## config.mk

```make
export PLATFORM = sky130hd
export DESIGN_NAME = i2c_master_arbiter
export DESIGN_NICKNAME = d
export VERILOG_FILES = /design/src/rtl/i2c_arb_pkg.sv /design/src/rtl/i2c_master_arbiter_rr.sv /design/src/rtl/i2c_master_arbiter.sv
export SDC_FILE = /design/constraint.sdc
export NUM_CORES = 1
export LEC_CHECK = 0
export CORE_MARGIN = 10
export CORE_UTILIZATION = 46
export CTS_CLUSTER_DIAMETER = 30
export DETAILED_ROUTE_END_ITERATION = 12
export HOLD_SLACK_MARGIN = 0.15
export PLACE_DENSITY = 0.92
export SYNTH_ARGS = -nofsm -noshare
export SYNTH_HDL_FRONTEND = slang
export SYNTH_SLANG_ARGS = --single-unit
```

## constraint.sdc

```tcl
create_clock -name i_clk -period 2.3 [get_ports i_clk]
set_input_delay 0.46 -clock i_clk [delete_from_list [all_inputs] [get_ports i_clk]]
set_output_delay 0.46 -clock i_clk [all_outputs]
set_load 0.02 [all_outputs]
```

## src/rtl/i2c_arb_pkg.sv

```systemverilog
// Shared types and helpers for the i2c_master request arbiter.
package i2c_arb_pkg;

  localparam int unsigned I2C_SLAVE_W = 7;
  localparam int unsigned I2C_BYTE_W  = 8;

  typedef enum logic [2:0] {
    IDLE,
    ISSUE,
    WAIT_BUSY,
    WAIT_DONE,
    RESP
  } state_t;

  typedef struct packed {
    logic                   write;
    logic [I2C_SLAVE_W-1:0] slave;
    logic [I2C_BYTE_W-1:0]  reg_addr;
    logic [I2C_BYTE_W-1:0]  wdata;
  } i2c_cmd_t;

  function automatic int unsigned max_u(input int unsigned a, input int unsigned b);
    return (a > b) ? a : b;
  endfunction

  // Index width that stays at least one bit for a single requester.
  function automatic int unsigned idx_w(input int unsigned n);
    return (n > 1) ? $clog2(n) : 1;
  endfunction

endpackage

```

## src/rtl/i2c_master_arbiter_rr.sv

```systemverilog
// Round-robin arbiter: onehot grant starting the search at a rotating pointer.
module rr_arbiter
  import i2c_arb_pkg::*;
#(
  parameter int unsigned N = 2,
  localparam int unsigned IDX_W = idx_w(N)
) (
  input  logic             clk,
  input  logic             rst_n,
  input  logic [N-1:0]     req,
  input  logic             advance,
  output logic [N-1:0]     grant,
  output logic [IDX_W-1:0] grant_idx
);

  logic [IDX_W-1:0] ptr_q;
  logic [IDX_W-1:0] cand;
  logic             found;

  // First requester at or after the pointer, wrapping around.
  always_comb begin
    grant     = '0;
    grant_idx = '0;
    cand      = '0;
    found     = 1'b0;
    for (int unsigned i = 0; i < N; i++) begin
      cand = IDX_W'((32'(ptr_q) + i) % N);
      if (!found && req[cand]) begin
        found       = 1'b1;
        grant[cand] = 1'b1;
        grant_idx   = cand;
      end
    end
  end

  always_ff @(posedge clk or negedge rst_n) begin
    if (!rst_n) begin
      ptr_q <= '0;
    end else if (advance) begin
      ptr_q <= (grant_idx == IDX_W'(N - 1)) ? '0 : grant_idx + IDX_W'(1);
    end
  end

endmodule

```

## src/rtl/i2c_master_arbiter.sv

```systemverilog
// Shares one i2c_master between NUM_REQ requesters, one single-byte register
// transaction at a time, with busy-detect and completion timeout.
module i2c_master_arbiter
  import i2c_arb_pkg::*;
#(
  parameter int unsigned NUM_REQ          = 2,
  parameter int unsigned BUSY_WAIT_CYCLES = 4,
  parameter int unsigned TIMEOUT_CYCLES   = 20000
) (
  input  logic                           i_clk,
  input  logic                           i_rst_n,
  input  logic [NUM_REQ-1:0]             i_req_valid,
  output logic [NUM_REQ-1:0]             o_req_ready,
  input  logic [NUM_REQ-1:0]             i_req_write,
  input  logic [NUM_REQ*I2C_SLAVE_W-1:0] i_req_slave,
  input  logic [NUM_REQ*I2C_BYTE_W-1:0]  i_req_reg,
  input  logic [NUM_REQ*I2C_BYTE_W-1:0]  i_req_wdata,
  output logic [NUM_REQ-1:0]             o_rsp_valid,
  output logic [I2C_BYTE_W-1:0]          o_rsp_data,
  output logic                           o_rsp_timeout,
  output logic                           o_i2c_we,
  output logic                           o_i2c_re,
  output logic [I2C_SLAVE_W-1:0]         o_i2c_slave_address,
  output logic [I2C_BYTE_W-1:0]          o_i2c_rw_address,
  output logic [I2C_BYTE_W-1:0]          o_i2c_write_data,
  input  logic [I2C_BYTE_W-1:0]          i_i2c_read_data,
  input  logic                           i_i2c_ready
);

  localparam int unsigned IDX_W = idx_w(NUM_REQ);
  localparam int unsigned CNT_W =
    $clog2(max_u(max_u(TIMEOUT_CYCLES, BUSY_WAIT_CYCLES), 1) + 1);
  localparam logic [CNT_W-1:0] BUSY_LAST =
    CNT_W'((BUSY_WAIT_CYCLES == 0) ? 32'd0 : BUSY_WAIT_CYCLES - 1);
  localparam logic [CNT_W-1:0] TO_LAST =
    CNT_W'((TIMEOUT_CYCLES == 0) ? 32'd0 : TIMEOUT_CYCLES - 1);

  state_t                  state_q, state_d;
  logic [CNT_W-1:0]        cnt_q, cnt_d, cnt_inc;
  i2c_cmd_t                cmd_q, cmd_d, sel_cmd;
  logic [IDX_W-1:0]        owner_q, owner_d;
  logic                    we_q, we_d, re_q, re_d;
  logic [NUM_REQ-1:0]      rsp_valid_q, rsp_valid_d;
  logic [I2C_BYTE_W-1:0]   rsp_data_q, rsp_data_d;
  logic                    rsp_to_q, rsp_to_d;

  logic [NUM_REQ-1:0]      grant;
  logic [IDX_W-1:0]        gnt_idx;
  logic                    arb_open;
  logic                    accept;

  // Grants only while idle, with the master free and out of reset.
  assign arb_open    = (state_q == IDLE) && i_i2c_ready && i_rst_n;
  assign o_req_ready = grant & {NUM_REQ{arb_open}};
  assign accept      = |o_req_ready;

  rr_arbiter #(.N(NUM_REQ)) u_rr (
    .clk       (i_clk),
    .rst_n     (i_rst_n),
    .req       (i_req_valid),
    .advance   (accept),
    .grant     (grant),
    .grant_idx (gnt_idx)
  );

  // Command fields of the current round-robin winner.
  always_comb begin
    sel_cmd.write    = i_req_write[gnt_idx];
    sel_cmd.slave    = i_req_slave[32'(gnt_idx)*I2C_SLAVE_W +: I2C_SLAVE_W];
    sel_cmd.reg_addr = i_req_reg[32'(gnt_idx)*I2C_BYTE_W +: I2C_BYTE_W];
    sel_cmd.wdata    = i_req_wdata[32'(gnt_idx)*I2C_BYTE_W +: I2C_BYTE_W];
  end

  assign cnt_inc = (cnt_q == '1) ? cnt_q : cnt_q + CNT_W'(1);

  always_comb begin
    state_d     = state_q;
    cnt_d       = cnt_q;
    cmd_d       = cmd_q;
    owner_d     = owner_q;
    we_d        = 1'b0;
    re_d        = 1'b0;
    rsp_valid_d = '0;
    rsp_data_d  = '0;
    rsp_to_d    = 1'b0;

    case (state_q)
      IDLE: begin
        if (accept) begin
          cmd_d   = sel_cmd;
          owner_d = gnt_idx;
          we_d    = sel_cmd.write;
          re_d    = !sel_cmd.write;
          cnt_d   = '0;
          state_d = ISSUE;
        end
      end

      ISSUE: begin
        cnt_d   = '0;
        state_d = WAIT_BUSY;
      end

      // A master that never drops ready is treated as a completed no-op.
      WAIT_BUSY: begin
        if (!i_i2c_ready) begin
          cnt_d   = '0;
          state_d = WAIT_DONE;
        end else if (BUSY_WAIT_CYCLES == 0 || cnt_q == BUSY_LAST) begin
          rsp_valid_d[owner_q] = 1'b1;
          rsp_data_d           = cmd_q.write ? '0 : i_i2c_read_data;
          state_d              = RESP;
        end else begin
          cnt_d = cnt_inc;
        end
      end

      WAIT_DONE: begin
        if (i_i2c_ready) begin
          rsp_valid_d[owner_q] = 1'b1;
          rsp_data_d           = cmd_q.write ? '0 : i_i2c_read_data;
          state_d              = RESP;
        end else if (TIMEOUT_CYCLES != 0 && cnt_q == TO_LAST) begin
          rsp_valid_d[owner_q] = 1'b1;
          rsp_to_d             = 1'b1;
          state_d              = RESP;
        end else begin
          cnt_d = cnt_inc;
        end
      end

      RESP: begin
        cnt_d   = '0;
        state_d = IDLE;
      end

      default: state_d = IDLE;
    endcase
  end

  always_ff @(posedge i_clk or negedge i_rst_n) begin
    if (!i_rst_n) begin
      state_q     <= IDLE;
      cnt_q       <= '0;
      cmd_q       <= '0;
      owner_q     <= '0;
      we_q        <= 1'b0;
      re_q        <= 1'b0;
      rsp_valid_q <= '0;
      rsp_data_q  <= '0;
      rsp_to_q    <= 1'b0;
    end else begin
      state_q     <= state_d;
      cnt_q       <= cnt_d;
      cmd_q       <= cmd_d;
      owner_q     <= owner_d;
      we_q        <= we_d;
      re_q        <= re_d;
      rsp_valid_q <= rsp_valid_d;
      rsp_data_q  <= rsp_data_d;
      rsp_to_q    <= rsp_to_d;
    end
  end

  assign o_i2c_we            = we_q;
  assign o_i2c_re            = re_q;
  assign o_i2c_slave_address = cmd_q.slave;
  assign o_i2c_rw_address    = cmd_q.reg_addr;
  assign o_i2c_write_data    = cmd_q.wdata;
  assign o_rsp_valid         = rsp_valid_q;
  assign o_rsp_data          = rsp_data_q;
  assign o_rsp_timeout       = rsp_to_q;

endmodule

```

### Word-level counts from Yosys, hierarchy flattened

Index checks and enable logic that the tools add are counted.

* $add $sub $neg: 3
* multipliers: 1
* div/mod/pow operators: 0
* order comparisons: 7
* equal/unequal tests: 13
* shift operators: 3
* mux-type cells: 48
* bitwise gates (word level): 2
* reduce and logical (&&, ||, !) cells: 15

Operator list (number)
* $mux W15: 6
* $pmux W15 S4: 1
* $mux W8: 4
* $shiftx A16 B5 Y8: 2
* $eq A15 B15 Y1 const B: 2
* $mux W1: 20
* $pmux W8 S2: 1
* $add A15 B1 Y15 const B: 1
* $eq A15 B2 Y1 const B: 1
* $mux W3: 5
* $shiftx A14 B5 Y7: 1
* $mux W2: 6
* $pmux W3 S4: 1
* $ne A3 B3 Y1 const B: 3
* $lt A1 B2 Y1 const B: 4
* $eq A3 B2 Y1 const B: 2
* $logic_and A1 B1 Y1: 6
* $ne A2 B2 Y1 const B: 3
* $reduce_and A5 Y1: 1
* $mul A1 B3 Y4 const B: 1
* $pmux W2 S2: 1
* $reduce_bool A4 Y1: 1
* $reduce_or A2 Y1: 2
* $demux W1 S1: 3
* 10 further kinds: 14

* register bits after elaboration: 57
* bits in latches: 0
* bits in writable memories: 0
* ROM bits: 0
* word-level logic and storage cells: 105
* memories: 0

### Logic depth before layout (Yosys ltp)

Gate-level depths: netlist of run 1.

* word-level depth: 11
* mapped depth: 9

### By module

A second synthesis of run 1 with hierarchy kept.

* cell total of the unflattened synthesis: 301
* area, all modules: 3054.2 sq um

Modules (own cells, without submodules)
* i2c_master_arbiter: instances 1, cells an instance 294, area each 2970.3 sq um
* rr_arbiter: instances 1, cells an instance 7, area each 83.8 sq um

### Worst setup path before layout of run 1

OpenSTA, ideal clock, no wires.

* path kind: register to register
* start point: reg cnt_q[0]
* end point: reg cnt_q[9]
* library setup time: 157 ps
* arrival: 1840 ps
* path slack: 303 ps
* stages on the path, launching flop included: 9
* path through: dfrtp_1 > ha_1 > and4_1 > and2_1 > and4_4 > buf_6 > a211oi_4 > a31o_2 > a21oi_1

* word-level cells in the longest chain between the ends: 5
* elaborated cells between the ends (all ways): 13

RTL lines
* start: declaration: line i2c_master_arbiter.sv:39 `logic [CNT_W-1:0] cnt_q, cnt_d, cnt_inc;`
* start signal: assignment: line i2c_master_arbiter.sv:154 `cnt_q <= cnt_d;`
* $add A15 B1 Y15 or $eq A15 B15 Y1 (tied branches): line i2c_master_arbiter.sv:74 `assign cnt_inc = (cnt_q == '1) ? cnt_q : cnt_q + CNT_W'(1);`
* $mux W15: line i2c_master_arbiter.sv:74
* $mux W15 (on tied branches): line i2c_master_arbiter.sv:123, i2c_master_arbiter.sv:109
* $mux W15 (on tied branches): line i2c_master_arbiter.sv:119, i2c_master_arbiter.sv:106
* $pmux W15 S4: line i2c_master_arbiter.sv:87 `case (state_q)`

Parallel ways exist; a longest one is shown, timed or not. The select of a mux whose other input is x is not followed.
A chain may end at the register's enable or synchronous reset.

### Worst setup path in the final report of run 1

* start point: in i_i2c_ready
* end point: reg cnt_q[4]

* word-level cells in the longest chain between the ends: 6
* elaborated cells between the ends (all ways): 10

RTL lines
* start: declaration: line i2c_master_arbiter.sv:27 `input logic i_i2c_ready`
* $logic_and A1 B1 Y1 (2 in series): line i2c_master_arbiter.sv:53 `assign arb_open = (state_q == IDLE) && i_i2c_ready && i_rst_n;`
* $and A2 B2 Y2: line i2c_master_arbiter.sv:54 `assign o_req_ready = grant & {NUM_REQ{arb_open}};`
* $reduce_or A2 Y1: line i2c_master_arbiter.sv:55 `assign accept = |o_req_ready;`
* $ne A2 B2 Y1 (no source line)
* $reduce_and A5 Y1 (no source line)

Parallel ways exist; a longest one is shown, timed or not.

==> key figures, run 1 <==
Placement
  – Area after DPL: 0.00388 mm2
  – Inst Count DP: 449
  – Routability-driven placement congestion ratio: 0.985
  – Detailed placement HPWL: 6.19 mm
  – Number of input and output port buffers inserted: 98

Drt
  – Average vias per placed instance: 5.37
  – Drc violations: 0
  – Drt wl/cell: 17.1 um
  – Vias after detailed routing: 2504
  – Count of TritonRoute iterations in the first routing pass: 4
  – Violation count after the first detailed-route iteration: 201
  – Total routed wirelength: 7.95 mm
  – DRT antenna net count: 0

Final layout
  – Area occupied by multi-input gates: 0.00123 mm2
  – Diodes inserted: 0
  – Layout net count: 448
  – Fraction of layout instances using a drive strength above 1: 11.0%
  – Combined flip-flop and latch cell area: 0.00143 mm2
  – Finished Layout Cells: 466
  – P&R area growth vs syn: 39.7%
  – Final non-filler cell area: 0.00409 mm2
  – FILL cells: 459

Clocking
  – Number of clock buffers inserted by TritonCTS: 9
  – Root buffer selected by CTS: sky130_fd_sc_hd__clkbuf_8
  – Setup fix buffers added after clock tree synthesis: 0
  – CTS HTree Levels: 3
  – Skew-Pair Late Insertion Delay: 0.34 ns
  – Clock tree from TritonCTS: done
  – Sink Count: 57
  – Bufs on Longest Clock Path: 2
  – Clock-pin transition on the worst setup and hold timing paths: 0.06 ns

Timing
  – Final setup vio count: 0
  – Final hold violations: 0
  – Upper clock frequency limit: 460 MHz
  – Share of the cycle needed by the critical path after routing: 94.4%
  – Least-Margin Pin Slew: 0.484 ns
  – Hold_ws: 0.212 ns
  – Max Transition Viols Final: 0
  – Setup TNS: 0 ns
  – Relative max-transition margin: 67.6%
  – Worst clock skew on the final layout: 0.00885 ns
  – Crit path time final: 2.17 ns
  – Unrepaired setup endpoints after global routing: no

Logic synthesis
  – Share of Yosys cell area claimed by the top area cell type: 48.8%
  – Yosys cell types: 45
  – Cells after Synth: 298
  – Adder-Cell Fraction of Synth Area: 0.428%
  – Number of enable flip-flop cells after synthesis: 0
  – Simple-gate portion of the synthesized area: 17.7%
  – Netlist area before placement: 0.00292 mm2
  – Net count after synthesis: 360
  – Total of warnings raised by yosys: 0
  – FFs w/ async S/R, synth: 100%
  – Xor and xnor fraction of the mapped netlist area: 0.300%
  – Most frequently used flop master after synthesis: sky130_fd_sc_hd__dfrtp_1
  – Dominant cells by area after synthesis: sky130_fd_sc_hd__dfrtp_1 (49%), sky130_fd_sc_hd__mux2i_1 (8.9%), sky130_fd_sc_hd__buf_4 (5.9%), sky130_fd_sc_hd__o21ai_0 (5.6%), sky130_fd_sc_hd__nand2_1 (4.5%)
  – Compound-Gate Fraction of Synth Area: 14.3%
  – Sequential element share of the synthesized area: 48.8%
  – Multiplexer share of the synthesized area: 8.90%
  – Largest area contributor in the netlist: sky130_fd_sc_hd__dfrtp_1
  – Synthesized area divided by synthesized cell count: 9.81 um2
  – Number of register bits inferred by synthesis: 57
  – Combinational family with the most area after synthesis: simple AND/OR/NAND/NOR gates

Run
  – Max-cap violations: 0

Power
  – Overall power consumption: 0.00420 W
  – Pint: 0.00264 W
  – Combinational share of power: 44.0%
  – Switching power share of the total: 37.2%
  – Power share of the sequential group: 34.4%
  – IR drop worst, VDD: 704 uV
  – Power per standard cell area: 1030 mW/mm2
  – Power share of the clock group: 21.6%
  – Leakage: 1.91 nW
  – Net switching power: 0.00156 W

Min path
  – Worst min-delay path category: input port to async pin

Die
  – Site Rows: 28
  – Core ar.: 0.00606 mm2
  – # IOs: 99
  – Die span in y: 99.7 um
  – Full die area: 0.00995 mm2
  – Chip Width: 99.7 um
  – Starting utilization of the core area: 48.2%

Global routing
  – Initial antenna violation count: 0
  – Wire length of the first global-routing pass: 13.0 mm
  – Global-route usage over all layers: 16.3%
  – GRT Residual Overflow: 0
  – Largest net degree at the start of global routing: 51
  – Via count of the first global-routing pass: 2655

Setup path
  – Worst reg-to-reg path cell count: 7
  – CP arrival: 2.40 ns
  – Crit path capture type: flip-flop
  – Category of the most critical setup path: input port to flip-flop
  – Startpoint kind of the worst setup timing path: input port
  – CP Data Required Time: 2.53 ns
  – Largest driver fanout on the critical path: 9

Outcome
  – Result of the run: finished clean
## layer usage
metal	track usage [%]	part of all wire, %
met1	16.5	36
met2	29.2	53
met3	6.09	7.1
met4	7.39	3.0
met5	0	0
## critical path, cell delays in order
cell	delay [ns]
sky130_fd_sc_hd__clkdlybuf4s50_1	0.48
sky130_fd_sc_hd__buf_4	0.16
sky130_fd_sc_hd__nor4b_1	0.28
sky130_fd_sc_hd__nand4_1	0.23
sky130_fd_sc_hd__a21oi_4	0.25
sky130_fd_sc_hd__a21o_1	0.27
sky130_fd_sc_hd__o311ai_0	0.17
sky130_fd_sc_hd__o41ai_1	0.09
## cells in the mapped netlist (3+ instances only)
cell type                   n
sky130_fd_sc_hd__dfrtp_1   57
sky130_fd_sc_hd__nand2_1   35
sky130_fd_sc_hd__o21ai_0   33
sky130_fd_sc_hd__mux2i_1   26
sky130_fd_sc_hd__buf_4     23
sky130_fd_sc_hd__nor2_1    17
sky130_fd_sc_hd__a21oi_1   11
sky130_fd_sc_hd__nand3_1   11
sky130_fd_sc_hd__and2_1    10
sky130_fd_sc_hd__clkbuf_1   9
sky130_fd_sc_hd__inv_1      7
sky130_fd_sc_hd__a31oi_1    5
sky130_fd_sc_hd__and3_1     4
sky130_fd_sc_hd__a41oi_1    3
sky130_fd_sc_hd__buf_2      3
sky130_fd_sc_hd__buf_6      3
sky130_fd_sc_hd__nand4_1    3
sky130_fd_sc_hd__o31ai_1    3
sky130_fd_sc_hd__or2_2      3
## registers in the layout, summed over array words and instances (netlist names), 2 cells and up
register / count
cnt_q: 15
o_i2c_rw_address: 8
o_i2c_write_data: 8
o_rsp_data: 8
o_i2c_slave_address: 7
state_q: 3
o_rsp_valid: 2
## power by group through the flow
| stage | registers [W] | logic [W] | clock network, W |
|---|---|---|---|
| 6_report | 0.00145 | 0.00185 | 0.000905 |
| 5_1_grt | 0.00148 | 0.00199 | 0.000974 |
| 4_1_cts | 0.00145 | 0.00186 | 0.000927 |
| 3_5_place_dp | 0.00147 | 0.00184 | 0 |
| 3_3_place_gp | 0.00145 | 0.00178 | 0 |
| 2_1_floorplan | 0.00144 | 0.00125 | 0 |
## area by class of cell
type	instances	share of cell area (%)
Sequential cell	57	34.9
Multi-Input combinational cell	196	30.1
Timing Repair Buffer	115	27.4
Clock buffer	13	3.64
Tap cell	75	2.30
Clock inverter	3	0.980
Inverter	7	0.643
## final timing paths
kind                                            startpoint                               to  slack [ns]
setup / recovery                               i_i2c_ready             cnt_q[4]$_DFFE_PN0P_        0.13
hold / removal                                     i_rst_n           u_rr.ptr_q$_DFFE_PN0N_        0.21
setup reg to reg                      cnt_q[0]$_DFFE_PN0P_             cnt_q[7]$_DFFE_PN0P_        0.16
hold reg to reg            o_i2c_write_data[7]$_DFFE_PN0P_  o_i2c_write_data[7]$_DFFE_PN0P_        0.48
max in group asynchronous                          i_rst_n         o_rsp_valid[0]$_DFF_PN0_        1.42
min in group i_clk         o_i2c_write_data[7]$_DFFE_PN0P_  o_i2c_write_data[7]$_DFFE_PN0P_        0.48
## repair_timing
item	4_1_cts	5_1_grt
hold buffers	1	0
pin swaps	0	0
endpoints found under the setup margin	2	5
hold endpoints to repair	19	0
gates resized for setup	2	3
## layout by cell type (no fill, tap or decap), types with 2 or more instances in the layout
cell type                          n
sky130_fd_sc_hd__clkdlybuf4s50_1  95
sky130_fd_sc_hd__dfrtp_1          57
sky130_fd_sc_hd__nand2_1          35
sky130_fd_sc_hd__o21ai_0          32
sky130_fd_sc_hd__mux2i_1          26
sky130_fd_sc_hd__nor2_1           17
sky130_fd_sc_hd__buf_4            15
sky130_fd_sc_hd__a21oi_1          11
sky130_fd_sc_hd__nand3_1          11
sky130_fd_sc_hd__and2_1           10
sky130_fd_sc_hd__clkbuf_8         10
sky130_fd_sc_hd__inv_1             7
sky130_fd_sc_hd__a31oi_1           5
sky130_fd_sc_hd__and3_1            4
sky130_fd_sc_hd__nand4_1           3
sky130_fd_sc_hd__or2_2             3
sky130_fd_sc_hd__o31ai_1           3
sky130_fd_sc_hd__a41oi_1           3
sky130_fd_sc_hd__clkbuf_1          3
sky130_fd_sc_hd__nor4_1            2
sky130_fd_sc_hd__nor3_1            2
sky130_fd_sc_hd__and4_1            2
sky130_fd_sc_hd__o21ai_2           2
sky130_fd_sc_hd__a21o_1            2
sky130_fd_sc_hd__nand4b_1          2
sky130_fd_sc_hd__clkinv_2          2
sky130_fd_sc_hd__clkdlybuf4s15_1   2
## stage by stage
| step | utilization (%) | setup slack [ns] |
|---|---|---|
| 6_report | 67.4 | 0.128 |
| 5_1_grt | 67.4 | 0.00557 |
| 4_1_cts | 67.2 | 0.106 |
| 3_5_place_dp | 64.0 | -0.217 |
| 3_3_place_gp | 64.0 | -0.140 |
| 2_1_floorplan | - | 0.303 |
## logic make-up after synthesis
family / count (synthesis)
compound gates: 68
xor+xnor: 1
fa+ha+maj: 1
buf+inv: 45
flops: 57
mux: 26
simple gates: 100
(Power assumes the default switching activity.)
==> run 2, diff against run 1 <==
Settings changed: GPL_TIMING_DRIVEN set to 0, HOLD_SLACK_MARGIN 0.15 to 0.1, PLACE_DENSITY 0.92 to 0.91, SYNTH_HIERARCHICAL set to 1.
==> run 2 against run 1 <==
Compared with the run above:
- die area increased by 3.6%
- setup slack got worse by 0.11 ns
- first-iteration DRC count fell by 22%
- critical path type is now flip-flop to primary output
- synthesized cell count grew 1.0%
- register-to-register slack lost 0.12 ns
- non-clock buffer count grew 27
- sequential power barely moved
- clock skew rose by 0.0045 ns
- largest cell class is now multi-input gates
==> key figures, run 2 <==
Placement
  – Detailed placement HPWL: 6.38 mm (+3.2%)
  – Inst Count DP: 476 (+6.0%)
  – Setup WS pre-CTS: -0.568 ns (-0.351 ns)
  – Routability-driven placement congestion ratio: 0.901 (-8.5%)
  – Number of input and output port buffers inserted: 97 (-1.0%)

Final layout
  – Fraction of layout instances using a drive strength above 1: 19.0% (+8.0 points)
  – Number of flip-flops in the largest register: 15 (unchanged)
  – Commonest non-fill, non-tap cells in the layout: sky130_fd_sc_hd__clkdlybuf4s50_1 (92), sky130_fd_sc_hd__dfrtp_1 (56), sky130_fd_sc_hd__nor2_1 (35), sky130_fd_sc_hd__a21oi_1 (35), sky130_fd_sc_hd__buf_4 (29)
  – Register with the most flip-flops: cnt_q
  – P&R area growth vs syn: 47.9%
  – Layout net count: 479 (+6.9%)
  – Diodes inserted: 0 (unchanged)
  – Leading cell type in the layout, fill and taps excluded: sky130_fd_sc_hd__clkdlybuf4s50_1
  – Finished Layout Cells: 498 (+6.9%)

Drt
  – DRT antenna net count: 0 (unchanged)
  – Count of TritonRoute iterations in the first routing pass: 4 (unchanged)
  – Vias after detailed routing: 2776 (+11%)
  – Drt wl/cell: 17.5 um (+2.8%)
  – Average vias per placed instance: 5.57 (+3.7%)
  – Drc violations: 0 (unchanged)
  – Total routed wirelength: 8.74 mm (+9.9%)
  – Violation count after the first detailed-route iteration: 156 (-22%)

Global routing
  – Global-route usage over all layers: 16.5% (+0.20 points)
  – Via count of the first global-routing pass: 2694 (+1.5%)
  – Largest net degree at the start of global routing: 34 (-33%)
  – Initial antenna violation count: 0 (unchanged)
  – GRT Residual Overflow: 0 (unchanged)
  – Wire length of the first global-routing pass: 13.7 mm (+5.3%)

Min path
  – Worst min-delay path category: input port to async pin

Die
  – Site Rows: 29 (+3.6%)
  – Core ar.: 0.00639 mm2 (+5.4%)
  – # IOs: 99 (unchanged)
  – Chip Width: 101 um (+1.8%)
  – Starting utilization of the core area: 47.8% (-0.42 points)
  – Full die area: 0.0103 mm2 (+3.6%)
  – Die span in y: 101 um (+1.8%)

Power
  – Power per standard cell area: 1040 mW/mm2 (+1.6%)
  – Leakage: 1.92 nW (+0.25%)
  – IR drop worst, VDD: 679 uV (-3.6%)

Timing
  – Unrepaired setup endpoints after global routing: yes
  – Share of the cycle needed by the critical path after routing: 99.3% (+4.9 points)
  – Least-Margin Pin Slew: 0.959 ns (+0.475 ns)
  – Crit path time final: 2.28 ns (+0.112 ns)
  – Max Transition Viols Final: 0 (unchanged)
  – Upper clock frequency limit: 438 MHz (-4.9%)
  – Final setup vio count: 0 (unchanged)
  – Worst clock skew on the final layout: 0.0133 ns (+0.00446 ns)
  – Hold_ws: 0.190 ns (-0.0221 ns)
  – Relative max-transition margin: 35.9% (-32 points)
  – Final hold violations: 0 (unchanged)
  – Post-route worst setup slack: 0.0161 ns (-0.112 ns)

Clocking
  – Clock tree from TritonCTS: done
  – Number of clock buffers inserted by TritonCTS: 9 (unchanged)
  – Bufs on Longest Clock Path: 2 (unchanged)
  – CTS HTree Levels: 3 (unchanged)
  – Skew-Pair Late Insertion Delay: 0.34 ns (about the same)
  – Clock-pin transition on the worst setup and hold timing paths: 0.07 ns (about the same)
  – Sink Count: 57 (unchanged)
  – Root buffer selected by CTS: sky130_fd_sc_hd__clkbuf_8

Logic synthesis
  – Yosys cell types: 49 (+8.9%)
  – Cells after Synth: 301 (+1.0%)
  – Total of warnings raised by yosys: 6 (+6)
  – Dominant cells by area after synthesis: sky130_fd_sc_hd__dfrtp_1 (47%), sky130_fd_sc_hd__mux2i_1 (7.9%), sky130_fd_sc_hd__a21oi_1 (6.1%), sky130_fd_sc_hd__buf_4 (5.9%), sky130_fd_sc_hd__nor2_1 (4.3%)
  – Synthesized area divided by synthesized cell count: 10.1 um2 (+3.4%)
  – Most common cell in the synthesized netlist: sky130_fd_sc_hd__dfrtp_1
  – Net count after synthesis: 363 (+0.83%)
  – Synth top cells by count: sky130_fd_sc_hd__dfrtp_1 (57), sky130_fd_sc_hd__a21oi_1 (37), sky130_fd_sc_hd__nor2_1 (35)
  – Number of register bits inferred by synthesis: 57 (unchanged)
  – FFs w/ async S/R, synth: 100% (unchanged)
  – Sequential element share of the synthesized area: 46.7% (-2.1 points)
  – Largest area contributor in the netlist: sky130_fd_sc_hd__dfrtp_1
  – Number of enable flip-flop cells after synthesis: 0 (unchanged)
  – Most frequently used flop master after synthesis: sky130_fd_sc_hd__dfrtp_1
  – Netlist area before placement: 0.00305 mm2 (+4.5%)
  – Share of Yosys cell area claimed by the top area cell type: 46.7% (-2.1 points)

Setup path
  – Launch point of the worst path: state_q[2]$_DFFE_PN0P_
  – Slack of the worst reg-to-reg path: 0.04 ns (-0.12 ns)
  – Worst reg-to-reg path cell count: 6 (-1)
  – Kind of cell adding the most delay to the critical path: simple AND/OR/NAND/NOR gates
  – CP Data Required Time: 1.84 ns (-0.69 ns)
  – Largest driver fanout on the critical path: 6 (-3)
  – Startpoint kind of the worst setup timing path: flip-flop
  – Critical path's largest stage delay: 0.47 ns (about the same)
  – Critical-path cell with the highest stage delay: sky130_fd_sc_hd__dfrtp_1
  – Critical path endpoint: o_req_ready[0]
  – CP arrival: 1.82 ns (-0.58 ns)
  – Category of the most critical setup path: flip-flop to primary output
  – Worst R2R Start: cnt_q[0]$_DFFE_PN0P_
  – Crit path capture type: primary output
  – RR Endpoint: cnt_q[4]$_DFFE_PN0P_
  – Cell-by-cell trace of the critical path: nor3_4 -> and3_1 -> and2_1 -> dlygate4sd2_1
  – Critical path buffers and inverters: 1 (-1)
  – Depth of the critical timing path with buffers and inverters included: 4 (-4)

Outcome
  – Result of the run: finished clean

Run
  – Max-cap violations: 0 (unchanged)
==> run 2: cell count changes in the layout (fill, tap and decap cells not counted), moves of 5 or more <==
cell	previous run	this run
sky130_fd_sc_hd__o21ai_0	32	0
sky130_fd_sc_hd__o31ai_1	3	9
sky130_fd_sc_hd__nand2_1	35	10
sky130_fd_sc_hd__a21oi_1	11	35
sky130_fd_sc_hd__buf_4	15	29
sky130_fd_sc_hd__or4_1	1	8
sky130_fd_sc_hd__and2_1	10	15
sky130_fd_sc_hd__a31oi_1	5	0
sky130_fd_sc_hd__nor2_1	17	35
==> run 2: timing repair <==
action,in CTS,in global routing
cloned,1,0
buffers inserted,0,4
endpoints found under the setup margin,31,18
hold endpoints to repair,22,0
pin swaps,2,3
hold buffers,3,0
resized for setup,13,15
==> run 2: cell families after synthesis <==
group	after synthesis	synth area share (%)
mux	25	8.23
simple gates	109	20.3
fa+ha+maj	1	0.410
flops	57	46.7
compound gates	68	15.6
buf+inv	41	8.81
==> run 2: worst min-delay path, cell delays in order <==
cell                     delay [ns]
sky130_fd_sc_hd__buf_4         0.11
sky130_fd_sc_hd__buf_12        0.11
sky130_fd_sc_hd__buf_12        0.20
==> run 2: worst min-delay path by stage <==
stage,cells after the start,end,slack [ns],startpoint
3_5_place_dp,1,cnt_q[8]$_DFFE_PN0P_,0.47,i_rst_n
3_3_place_gp,1,o_rsp_valid[0]$_DFF_PN0_,0.47,owner_q$_DFFE_PN0P_
2_1_floorplan,0,cmd_q[23]$_DFFE_PN0P_,0.16,i_rst_n
5_1_grt,3,o_i2c_slave_address[0]$_DFFE_PN0P_,0.20,i_rst_n
4_1_cts,3,o_i2c_write_data[6]$_DFFE_PN0P_,0.19,i_rst_n
6_report,3,o_i2c_slave_address[0]$_DFFE_PN0P_,0.19,i_rst_n
==> run 2: cell type report <==
class                   instances  area [um2]
fillers                       454        1870
multi-input cells             204        1470
flip-flops and latches         57        1430
repair buffers                105        1060
plain buffers                  37         259
clock buffers                  10         138
well taps                      77        96.3
clock inverters                 5        56.3
inverters                       3        11.3
==> run 2: through the flow <==
step / TNS [ns] / total power [W] / cell area, um2 / utilization (%)
floorplan: 0 / 0.00280 / 3050 / -
global placement: -163.87 / 0.00355 / 4120 / 64.5
detailed placement: -15.64 / 0.00363 / 4140 / 64.8
CTS: 0 / 0.00463 / 4420 / 69.2
global route: -0.292 / 0.00499 / 4520 / 70.7
finish: 0 / 0.00472 / 4520 / 70.7
==> run 2: report_power, final <==
group          switching (W)  internal (W)  total [W]  leakage (nW)
Clock               0.000391      0.000521   0.000911        0.0981
Sequential          0.000194       0.00129    0.00148         0.719
Combinational        0.00114       0.00118    0.00233          1.10
==> run 2: layer usage <==
layer  GRT usage [%]  share of wire [%]  vias up
met1            18.9                 39     1361
li1                -                  -     1305
met4            6.65                2.0        0
met5               0                  0        -
met3            5.58                7.6       16
met2            27.8                 52       94
==> run 3, diff against run 2 <==
Settings changed: CORE_UTILIZATION 46 to 42, CTS_CLUSTER_SIZE set to 16, PLACE_DENSITY 0.91 to 0.88, SLEW_MARGIN set to 20.
Clock period 2.3 ns to 2.1 ns, I/O delays scaled along.
==> run 3 against run 2 <==
Compared with the run above:
- the flow now finishes with violations (negative setup slack)
- count of clock-buffer cells in the layout increased by 2
- critical path depth increased by 3
- register-to-register slack got worse by 0.08 ns
- die area increased by 7.6%
- clock skew decreased by 0.0065 ns
- wire length increased by 7.4%
- setup slack got worse by 0.053 ns
==> key figures, run 3 (same netlist as run 2, synthesis figures left out) <==
Drt
  – Vias after detailed routing: 2772 (-0.14%)
  – Average vias per placed instance: 5.33 (-4.4%)
  – DRT antenna net count: 0 (unchanged)
  – Drc violations: 0 (unchanged)
  – Count of TritonRoute iterations in the first routing pass: 4 (unchanged)
  – Drt wl/cell: 18.1 um (+2.9%)
  – Violation count after the first detailed-route iteration: 125 (-20%)
  – Total routed wirelength: 9.39 mm (+7.4%)

Final layout
  – Fraction of layout instances using a drive strength above 1: 20.9% (+1.9 points)
  – Layout net count: 479 (unchanged)
  – Commonest non-fill, non-tap cells in the layout: sky130_fd_sc_hd__clkdlybuf4s50_1 (92), sky130_fd_sc_hd__dfrtp_1 (56), sky130_fd_sc_hd__a21oi_1 (36)
  – Finished Layout Cells: 520 (+4.4%)
  – Leading cell type in the layout, fill and taps excluded: sky130_fd_sc_hd__clkdlybuf4s50_1
  – Number of flip-flops in the largest register: 15 (unchanged)
  – P&R area growth vs syn: 48.3%
  – FILL cells: 518 (+14%)
  – Final core utilization: 63.1% (-7.6 points)
  – Register with the most flip-flops: cnt_q
  – Diodes inserted: 0 (unchanged)

Min path
  – Worst min-delay path category: input port to async pin

Setup path
  – Worst R2R Start: cnt_q[0]$_DFFE_PN0P_
  – CP arrival: 2.40 ns (+0.58 ns)
  – Category of the most critical setup path: flip-flop to flip-flop
  – Largest driver fanout on the critical path: 6 (unchanged)
  – Startpoint kind of the worst setup timing path: flip-flop
  – Launch point of the worst path: cnt_q[0]$_DFFE_PN0P_
  – Crit path capture type: flip-flop
  – CP Data Required Time: 2.36 ns (+0.52 ns)
  – Worst reg-to-reg path cell count: 7 (+1)

Clocking
  – Number of clock buffers inserted by TritonCTS: 9 (unchanged)
  – Root buffer selected by CTS: sky130_fd_sc_hd__clkbuf_8
  – Bufs on Longest Clock Path: 2 (unchanged)
  – Clock-pin transition on the worst setup and hold timing paths: 0.07 ns (about the same)
  – Clock tree from TritonCTS: done
  – Sink Count: 57 (unchanged)
  – CTS HTree Levels: 3 (unchanged)
  – Skew-Pair Late Insertion Delay: 0.34 ns (about the same)

Timing
  – Relative max-transition margin: 63.8% (+28 points)
  – Worst clock skew on the final layout: 0.00679 ns (-0.00652 ns)
  – Unrepaired setup endpoints after global routing: yes
  – Final setup vio count: 1 (+1)
  – Max Transition Viols Final: 0 (unchanged)
  – Crit path time final: 2.14 ns
  – Share of the cycle needed by the critical path after routing: 102%
  – Least-Margin Pin Slew: 0.543 ns (-0.416 ns)
  – Final hold violations: 0 (unchanged)
  – Upper clock frequency limit: 468 MHz
  – Post-route worst setup slack: -0.0367 ns (-0.0528 ns)

Global routing
  – Initial antenna violation count: 0 (unchanged)
  – Wire length of the first global-routing pass: 14.6 mm (+6.9%)
  – Global-route usage over all layers: 16.4% (-0.13 points)
  – Via count of the first global-routing pass: 2756 (+2.3%)
  – GRT Residual Overflow: 0 (unchanged)
  – Largest net degree at the start of global routing: 60 (+76%)

Die
  – Site Rows: 31 (+6.9%)
  – Starting utilization of the core area: 42.6% (-5.3 points)
  – # IOs: 99 (unchanged)
  – Full die area: 0.0111 mm2 (+7.6%)
  – Die span in y: 105 um (+3.7%)
  – Core ar.: 0.00718 mm2 (+12%)
  – Chip Width: 105 um (+3.7%)

Power
  – Power per standard cell area: 1140 mW/mm2 (+9.6%)
  – IR drop worst, VDD: 515 uV (-24%)
  – Leakage: 1.90 nW (-0.60%)

Run
  – Max-cap violations: 0 (unchanged)

Placement
  – Inst Count DP: 497 (+4.4%)
  – Number of input and output port buffers inserted: 97 (unchanged)
  – Routability-driven placement congestion ratio: 0.863 (-4.2%)
  – Detailed placement HPWL: 6.57 mm (+2.9%)

Outcome
  – Result of the run: finished, violations left
  – Failing checks: negative setup slack
[run 3: cell count changes in the layout (fill, tap and decap cells not counted), sizes merged]
cell	change
clkinv	-1
clkbuf	+2
o221ai	-1
clkinvlp	-1
dlygate4sd2	-1
dlygate4sd3	-2
clkdlybuf4s15	+2
buf	+3
dlymetal6s2s	-1
[run 3: where the power goes]
part	internal [W]	leakage [nW]	switching (W)	total, W
Clock	0.000602	0.102	0.000429	0.00103
Sequential	0.00141	0.719	0.000219	0.00163
Combinational	0.00129	1.08	0.00123	0.00252
[run 3: what timing repair did]
item                                    in CTS  in global routing
endpoints found under the hold margin       57                 53
gates resized for setup                     25                 18
pin swaps                                    4                  9
endpoints found under the setup margin      44                 38
buffers inserted                             4                  4
gates cloned                                 0                  0
[run 3: cell type report]
class | instances | area [um2] | area share, %
clock buffer | 12 | 155 | 3.43
sequential | 57 | 1430 | 31.5
clock inverter | 3 | 40.0 | 0.884
timing repair buffer | 105 | 1030 | 22.8
multi-input combinational | 203 | 1470 | 32.4
buffer | 38 | 269 | 5.94
tap | 99 | 124 | 2.74
inverter | 3 | 11.3 | 0.249
[run 3: layer usage]
layer,track usage (%),part of all wire [%],up-vias
met5,0,0,-
met4,6.27,1.3,0
met3,4.87,5.9,10
met2,25.4,47,111
met1,21.1,45,1351
li1,-,-,1300
[run 3: path summary, 6_finish.rpt]
kind,endpoint,slack (ns)
setup / recovery,cnt_q[8]$_DFFE_PN0P_,-0.04
hold / removal,o_i2c_slave_address[4]$_DFFE_PN0P_,0.05
setup reg to reg,cnt_q[8]$_DFFE_PN0P_,-0.04
hold reg to reg,o_rsp_valid[0]$_DFF_PN0_,0.47
max in group asynchronous,state_q[0]$_DFFE_PN0P_,1.65
min in group i_clk,o_rsp_timeout$_DFF_PN0_,0.36
[run 3: critical path, stage by stage (launching register included)]
cell                      delay [ns]
sky130_fd_sc_hd__dfrtp_1        0.43
sky130_fd_sc_hd__ha_4           0.20
sky130_fd_sc_hd__and3_1         0.15
sky130_fd_sc_hd__and4_4         0.19
sky130_fd_sc_hd__buf_6          0.12
sky130_fd_sc_hd__a211o_4        0.34
sky130_fd_sc_hd__or4_1          0.48
sky130_fd_sc_hd__a21oi_1        0.14
[run 3: metrics by stage]
stage / hold slack [ns] / TNS, ns / cell area (um2) / power [W] / setup WS [ns]
after global placement: 0.455 / -176.14 / 4150 / 0.00388 / -2.62
after CTS: 0.0749 / 0 / 4450 / 0.00512 / 0.00335
after floorplan: 0.124 / 0 / 3050 / 0.00307 / 0.0780
final: 0.0534 / -0.0367 / 4530 / 0.00518 / -0.0367
after global routing: 0.0796 / -0.355 / 4530 / 0.00547 / -0.0864
after detailed placement: 0.459 / -25.68 / 4150 / 0.00397 / -0.773
